`config.mk`:
```
export PLATFORM = sky130hd
export DESIGN_NAME = clk_src_switch_ctrl
export DESIGN_NICKNAME = d
export VERILOG_FILES = /design/src/rtl/clk_rst_pkg.sv /design/src/rtl/sync_nff.sv /design/src/rtl/clk_src_switch_ctrl.sv
export SDC_FILE = /design/constraint.sdc
export NUM_CORES = 1
export LEC_CHECK = 0
export CAP_MARGIN = 20
export CELL_PAD_IN_SITES_DETAIL_PLACEMENT = 0
export CELL_PAD_IN_SITES_GLOBAL_PLACEMENT = 1
export CORE_UTILIZATION = 43
export DETAILED_ROUTE_END_ITERATION = 8
export PLACE_DENSITY = 0.86
export RECOVER_POWER = 50
export SETUP_SLACK_MARGIN = 0.05
export SYNTH_ARGS = -nofsm -noshare
export SYNTH_HDL_FRONTEND = slang
export SYNTH_SLANG_ARGS = --single-unit
```
`constraint.sdc`:
```
create_clock -name clk -period 5.75 [get_ports clk]
set_input_delay 0.8625 -clock clk [delete_from_list [all_inputs] [get_ports clk]]
set_output_delay 0.8625 -clock clk [all_outputs]
set_load 0.02 [all_outputs]
```
`src/rtl/clk_rst_pkg.sv`:
```
// Shared types and constants for the clk_rst clock-source switching logic.
package clk_rst_pkg;

    localparam int SRC_W   = 2;
    localparam int NUM_SRC = 4;

    typedef enum logic [2:0] {
        IDLE     = 3'd0,
        WAIT_RDY = 3'd1,
        SWITCH   = 3'd2,
        SETTLE   = 3'd3,
        DONE     = 3'd4,
        FALLBACK = 3'd5
    } state_t;

endpackage

```
`src/rtl/sync_nff.sv`:
```
// N-stage flop synchronizer for a single asynchronous level signal.
module sync_nff #(
    parameter int STAGES = 2
) (
    input  logic clk,
    input  logic rst_n,
    input  logic d,
    output logic q
);

    logic [STAGES-1:0] ff;

    always_ff @(posedge clk or negedge rst_n) begin
        if (!rst_n) ff <= '0;
        else        ff <= {ff[STAGES-2:0], d};
    end

    assign q = ff[STAGES-1];

endmodule

```
`src/rtl/clk_src_switch_ctrl.sv`:
```
// Sequences the select of the 4-source glitch-less clock mux: confirms target
// readiness, holds a settle window, and falls back to source 0 on loss of ready.
module clk_src_switch_ctrl
    import clk_rst_pkg::*;
#(
    parameter int SYNC_STAGES = 2,
    parameter int RDY_TIMEOUT = 1024,
    parameter int SETTLE_CYC  = 16,
    parameter int FAIL_CYC    = 8,
    parameter int RST_SRC     = 0
) (
    input  logic             clk,
    input  logic             rst_n,
    input  logic             req_valid,
    input  logic [SRC_W-1:0] req_src,
    output logic             req_ready,
    input  logic [NUM_SRC-1:0] src_rdy,
    input  logic             fallback_en,
    input  logic             fail_clr,
    output logic [SRC_W-1:0] sel,
    output logic [SRC_W-1:0] cur_src,
    output logic             busy,
    output logic             done,
    output logic             timeout_err,
    output logic             fail_flag
);

    localparam int MAX_AB = (RDY_TIMEOUT > SETTLE_CYC) ? RDY_TIMEOUT : SETTLE_CYC;
    localparam int MAXC   = (MAX_AB > FAIL_CYC) ? MAX_AB : FAIL_CYC;
    localparam int CW     = $clog2(MAXC + 1);

    logic [NUM_SRC-1:0] rdy_s;
    state_t             state;
    logic [SRC_W-1:0]   tgt;
    logic [CW-1:0]      cnt;
    logic [CW-1:0]      fcnt;
    logic               mon_act;
    logic               cur_low;
    logic               fail_det;

    for (genvar gi = 0; gi < NUM_SRC; gi++) begin : g_sync
        sync_nff #(.STAGES(SYNC_STAGES)) u_sync (
            .clk   (clk),
            .rst_n (rst_n),
            .d     (src_rdy[gi]),
            .q     (rdy_s[gi])
        );
    end

    // Fail monitor watches the committed source only while nothing else is in flight.
    assign mon_act  = (state == IDLE) && fallback_en && (cur_src != '0);
    assign cur_low  = ~rdy_s[cur_src];
    assign fail_det = mon_act && cur_low && (fcnt == CW'(FAIL_CYC - 1));

    always_ff @(posedge clk or negedge rst_n) begin
        if (!rst_n) begin
            state       <= IDLE;
            tgt         <= SRC_W'(RST_SRC);
            cnt         <= '0;
            fcnt        <= '0;
            sel         <= SRC_W'(RST_SRC);
            cur_src     <= SRC_W'(RST_SRC);
            req_ready   <= 1'b1;
            busy        <= 1'b0;
            done        <= 1'b0;
            timeout_err <= 1'b0;
            fail_flag   <= 1'b0;
        end else begin
            done        <= 1'b0;
            timeout_err <= 1'b0;

            if (fail_det)      fail_flag <= 1'b1;
            else if (fail_clr) fail_flag <= 1'b0;

            if (mon_act && cur_low && !fail_det)
                fcnt <= (fcnt == '1) ? fcnt : fcnt + 1'b1;
            else
                fcnt <= '0;

            case (state)
                IDLE: begin
                    if (fail_det) begin
                        tgt       <= '0;
                        state     <= FALLBACK;
                        busy      <= 1'b1;
                        req_ready <= 1'b0;
                    end else if (req_valid) begin
                        busy      <= 1'b1;
                        req_ready <= 1'b0;
                        if (req_src == cur_src) begin
                            state <= DONE;
                        end else begin
                            tgt   <= req_src;
                            cnt   <= '0;
                            state <= WAIT_RDY;
                        end
                    end
                end
                WAIT_RDY: begin
                    if (rdy_s[tgt]) begin
                        state <= SWITCH;
                    end else if (cnt == CW'(RDY_TIMEOUT - 1)) begin
                        timeout_err <= 1'b1;
                        state       <= IDLE;
                        busy        <= 1'b0;
                        req_ready   <= 1'b1;
                    end else begin
                        cnt <= (cnt == '1) ? cnt : cnt + 1'b1;
                    end
                end
                SWITCH: begin
                    sel   <= tgt;
                    cnt   <= '0;
                    state <= SETTLE;
                end
                FALLBACK: begin
                    sel   <= '0;
                    cnt   <= '0;
                    state <= SETTLE;
                end
                SETTLE: begin
                    if (cnt == CW'(SETTLE_CYC - 1)) begin
                        cur_src <= sel;
                        state   <= DONE;
                    end else begin
                        cnt <= (cnt == '1) ? cnt : cnt + 1'b1;
                    end
                end
                DONE: begin
                    done      <= 1'b1;
                    state     <= IDLE;
                    busy      <= 1'b0;
                    req_ready <= 1'b1;
                end
                default: begin
                    state     <= IDLE;
                    busy      <= 1'b0;
                    req_ready <= 1'b1;
                end
            endcase
        end
    end

endmodule

```
# Yosys cells after proc, flatten, opt, wreduce, memory -nomap -nowiden
# Cells that the tools add are included.
[word_totals] regBits=44 latch_bits=0 ram_bits=0 rom_bits=0 inputBits=11 elab_cells=104 mem_count=0
[op_classes] addsub=2 mul=0 div=0 n_lt_le_gt_ge=2 n_eq_ne=23 n_shift=0 mux=41 bitwise_logic=2 n_reduce_logical=19
[ops] operator="$mux W11" n=9
[ops] operator="$pmux W11 S4" n=1
[ops] operator="$add A11 B1 Y11 const B" n=2
[ops] operator="$eq A11 B11 Y1 const B" n=2
[ops] operator="$ne A2 B2 Y1 const B" n=10
[ops] operator="$mux W3" n=6
[ops] operator="$mux W1" n=16
[ops] operator="$pmux W3 S4" n=1
[ops] operator="$eq A11 B10 Y1 const B" n=1
[ops] operator="$eq A11 B3 Y1 const B" n=1
[ops] operator="$eq A11 B4 Y1 const B" n=1
[ops] operator="$reduce_bool A2 Y1" n=4
[ops] operator="$reduce_and A7 Y1" n=1
[ops] operator="$eq A3 B2 Y1 const B" n=2
[ops] operator="$eq A3 B3 Y1 const B" n=2
[ops] operator="$lt A2 B3 Y1 const B" n=2
[ops] operator="$mux W2" n=3
[ops] operator="$ne A3 B3 Y1 const B" n=2
[ops] operator="$pmux W1 S3" n=2
[ops] operator="$reduce_and A3 Y1" n=2
[ops] operator="$logic_and A1 B1 Y1" n=5
[ops] operator="$bmux W1 S2" n=2
[ops] operator="$pmux W2 S2" n=1
[ops] operator="$reduce_and A4 Y1" n=1
[ops] operator="other kinds (9)" n=10

# Depth between registers and ports, before layout
[depth] ltp_word=8 mapped_depth=7 mapped_depth_nobuf=6

# Modules after synthesis
# Synthesis repeated with hierarchy kept, for this count alone.
[unflattened] cells_unflattened=220 hier_area_um2=2219.6
[by_module_without_submodules] mod="clk_src_switch_ctrl" n_inst=1 cells_each=212 area_each_um2=2019.4 seq_area_each_um2=902.1
[by_module_without_submodules] mod="sync_nff" n_inst=4 cells_each=2 area_each_um2=50.0 seq_area_each_um2=50.0

# Least setup slack after synthesis
# No wires, ideal clock.
[synth_path] path_type="input-to-reg" startpoint="in req_src[0]" endpoint="reg cnt[6]" setup_time_ps=124 t_arrival_ps=2039 required_ps=5626 path_slack_ps=3587 path_stages=6 n_path_buf=1 path_cell_list="xnor2_1 > nand2_1 > nor2_1 > or4_1 > buf_2 > o31a_1"
[synth_between] elab_chain_len=3
[synth_lines] item="from (decl)" line_no="clk_src_switch_ctrl.sv:15" source="input logic [SRC_W-1:0] req_src,"
[synth_lines] item="$eq A2 B2 Y1" line_no="clk_src_switch_ctrl.sv:90" source="if (req_src == cur_src) begin"
[synth_lines] item="$ne A2 B2 Y1 (no source line)"
[synth_lines] item="$reduce_and A7 Y1 (no source line)"
[synth_lines] item="to (signal assigned)" line_no="clk_src_switch_ctrl.sv:108" source="cnt <= (cnt == '1) ? cnt : cnt + 1'b1;"
[synth_lines] item="to (signal assigned)" line_no="clk_src_switch_ctrl.sv:126" source="cnt <= (cnt == '1) ? cnt : cnt + 1'b1;"
[synth_lines] item="to (decl)" line_no="clk_src_switch_ctrl.sv:35" source="logic [CW-1:0] cnt;"
# Every way passes these cells.
# A chain may end at the register's enable or synchronous reset.

# Worst setup path after layout
[layout_path] startpoint="in req_valid" endpoint="reg cnt[6]"
[layout_between] elab_chain_len=2
[layout_lines] item="from (decl)" line_no="clk_src_switch_ctrl.sv:14" source="input logic req_valid,"
[layout_lines] item="$ne A2 B2 Y1 (no source line)"
[layout_lines] item="$reduce_and A7 Y1 (no source line)"
# Every way passes these cells.

==> summary.txt <==
STA
  – Final setup TNS: 0 ns
  – Worst slew pin tran: 2.158 ns
  – Final-report max-slew violation count: 43
  – Min Tclk post-route: 2.733 ns
  – Final setup violating endpoints: 0
  – Final Cycle Share: 47.53%
  – Slew margin rel.: -43.88%
  – Hold Slack: 0.3466 ns
  – FMAX: 0.3659 GHz
  – RSZ-0062 raised after global routing: false
  – Fin. Hold Viols: 0
  – Clock Skews: 0.006886 ns

Floorplan
  – Rows: 25
  – Chip height: 73.10 um
  – Core ar.: 4786 sq um
  – Ports: 20
  – Initial Util: 45.41%
  – Die ar.: 5343 sq um
  – Die Wd: 73.10 um

Logic synthesis
  – Post-Synthesis Cells: 217
  – Yosys reg bits: 44
  – Fraction of registers with async set/reset: 100.0%
  – Main flop type after synthesis: dfrtp_1
  – Area contributors post-synth: dfrtp_1 50%, nor2_1 4.3%, nand3_1 3.0%
  – Post-synth EDFFs: 0
  – Syn. warnings: 0
  – Avg Synthesized Cell Area: 10.02 sq um
  – Register area share after synthesis: 50.72%
  – Syn_nets: 230
  – Top cell type's share of synthesized area: 49.51%
  – Yosys top cell by area: dfrtp_1
  – Cell variety after synth: 47
  – Cell area after synthesis: 2173 sq um

Routing
  – DR WL/cell: 14.31 um
  – DRC Markers: 0
  – Total Wirelength: 4350 um
  – Vias after detailed routing: 1,744
  – Initial DRC Count: 105
  – Antenna-violating nets left: 0
  – Post-DR vias/cell: 5.737
  – Drt first pass iters: 4

Global routing
  – Global-route wire length before repair: 7817 um
  – Vias in the first global route: 1,676
  – Largest net degree at the start of global routing: 45
  – Total global routing overflow: 0
  – Initial antenna violation count: 0
  – Tot GR Track Use: 19.13%

Cells and area
  – Final net count: 249
  – Final core occ: 53.83%
  – Layout area overhead: 18.54%
  – Inserted Diodes: 0
  – Share of cells above drive strength 1: 8.017%

Pwr
  – Total power: 1.064 mW
  – Peak supply drop: 0.0002029 V
  – P_leak: 1.096 nW
  – Power Density: 413.0 nW/um^2

Critical path
  – Critical R2R Capture: cnt[6]$_DFFE_PN0P_
  – Worst setup path startpoint: req_valid
  – R2r startpoint: tgt[0]$_DFFE_PN0P_
  – Crit Path Class: in -> reg
  – Critical Path Stages: 7
  – Req. time, crit path: 5.94 ns
  – Worst r2r path cells: 6
  – Critical Path Start Type: input port
  – R2R setup slack: 3.19 ns
  – Buffer and inverter count on the worst path: 2
  – Top delay family on crit path: simple AND/OR/NAND/NOR gates
  – Max FO, Critical Path: 12
  – CP max stage cell: or4_1
  – WP data arrival: 2.92 ns
  – Crit path to: cnt[6]$_DFFE_PN0P_
  – Crit end category: flip-flop
  – Crit-path cells: clkdlybuf4s50_1 -> nand2b_1 -> a21oi_1 -> o31ai_1 -> buf_4 -> or4_1 -> o31a_1
  – Worst path max stage delay: 0.69 ns

Placed design
  – Input/output buffers: 19
  – RePlAce Congestion: 0.7726
  – Placed wire-length estimate: 2962 um

Clocking
  – # hold bufs at CTS: 0
  – Clock buffer depth: 2
  – CTS Buf Count: 5
  – Clock sink count: 44
  – Postcts setup bufs: 0
  – Worst skew pair latency: 0.29 ns
  – CTS resizes: 0
  – Clk slew on worst S/H paths: 0.09 ns
  – CTS Root Cell: clkbuf_8
  – # H-tree levels: 2
  – CTS tree: yes

Outcome
  – Outcome: complete, but fails checks
  – Failing checks: max-capacitance violations, max-slew violations

Job
  – Max Cap Viol: 1

Worst hold path
  – Hold WC Path Type: in -> async
-- cell usage in the layout, fill, tap and decap left out, types with 4 or more instances in the layout --
cell / count
a21oi_1: 5
and3_1: 8
clkbuf_8: 5
clkdlybuf4s50_1: 18
dfrtp_1: 43
inv_1: 5
mux2_2: 5
mux2i_1: 4
nand2_1: 13
nand2b_1: 5
nand3_1: 13
nand4_1: 6
nor2_1: 25
nor3_1: 6
o21ai_0: 11
o22a_1: 7
xnor2_1: 4
xor2_1: 5
-- worst min-delay path by stage --
stage                                                   to  cells past startpoint
after floorplan           g_sync[0].u_sync.ff[1]$_DFF_PN0_                      0
after global placement    g_sync[3].u_sync.ff[1]$_DFF_PN0_                      0
after detailed placement  g_sync[2].u_sync.ff[1]$_DFF_PN0_                      0
after CTS                 g_sync[2].u_sync.ff[1]$_DFF_PN0_                      0
after global routing                    sel[0]$_DFFE_PN0P_                      1
final                                   sel[1]$_DFFE_PN0P_                      1
-- state kept, by name, indices dropped and copies added (netlist names) --
register and count:
timeout_err 1, g_sync.u_sync.ff 8, fail_flag 1, cnt 11, done 1, tgt 2, req_ready 1, busy 1
fcnt 11, state 3, cur_src 2, sel 2
-- cell families (layout without fill, tap and decap cells) --
family	after synthesis	count (layout)	share of synthesized area (%)
flip-flops	44	44	50.72
adder cells (fa/ha/maj)	2	2	1.151
AO/OA/AOI/OAI	43	43	13.65
buffers and inverters	14	34	2.475
AND/OR/NAND/NOR	95	95	22.91
multiplexers	10	10	5.469
XOR/XNOR	9	9	3.627
-- final cells by class --
class	count	area (sq um)
Inverter	5	18.77
Tap cell	67	83.83
Sequential cell	44	1102
Timing Repair Buffer	21	195.2
Clock buffer	5	68.82
Fill cell	443	2210
Multi-Input combinational cell	159	1017
Clock inverter	3	90.09
-- routing by layer --
metal	vias to the layer above	track usage, %	wire length [um]
li1	837	-	-
met1	868	25.78	2086
met2	34	29.94	2060
met3	5	4.558	151
met4	0	7.190	51
met5	-	0	0
-- report_power, final --
group | internal (mW) | switching, mW
registers | 0.355 | 0.0596
logic | 0.145 | 0.179
clock network | 0.217 | 0.108
total | 0.718 | 0.346
-- stage by stage --
step	area (sq um)	worst slack [ns]	cells
CTS	2574	3.030	303
floorplan	2173	3.587	217
detailed placement	2415	2.715	295
global placement	2415	2.712	295
finish	2576	3.017	304
global route	2576	2.522	304
-- synthesized netlist by cell type (3+ instances only) --
cell type and count:
xnor2_1 4, nand3_1 13, o21ai_0 11, xor2_1 5, clkbuf_1 8, nor3_1 6, nand4_1 6, dfrtp_1 43
nand2b_1 5, inv_1 5, nand2_1 13, a21oi_1 5, mux2_2 5, mux2i_1 4, o22ai_1 3, nor4_1 3
nor2_1 25, o22a_1 7, and4_1 3, and3_1 8, nor4b_1 3
(Power assumes the default switching activity.)
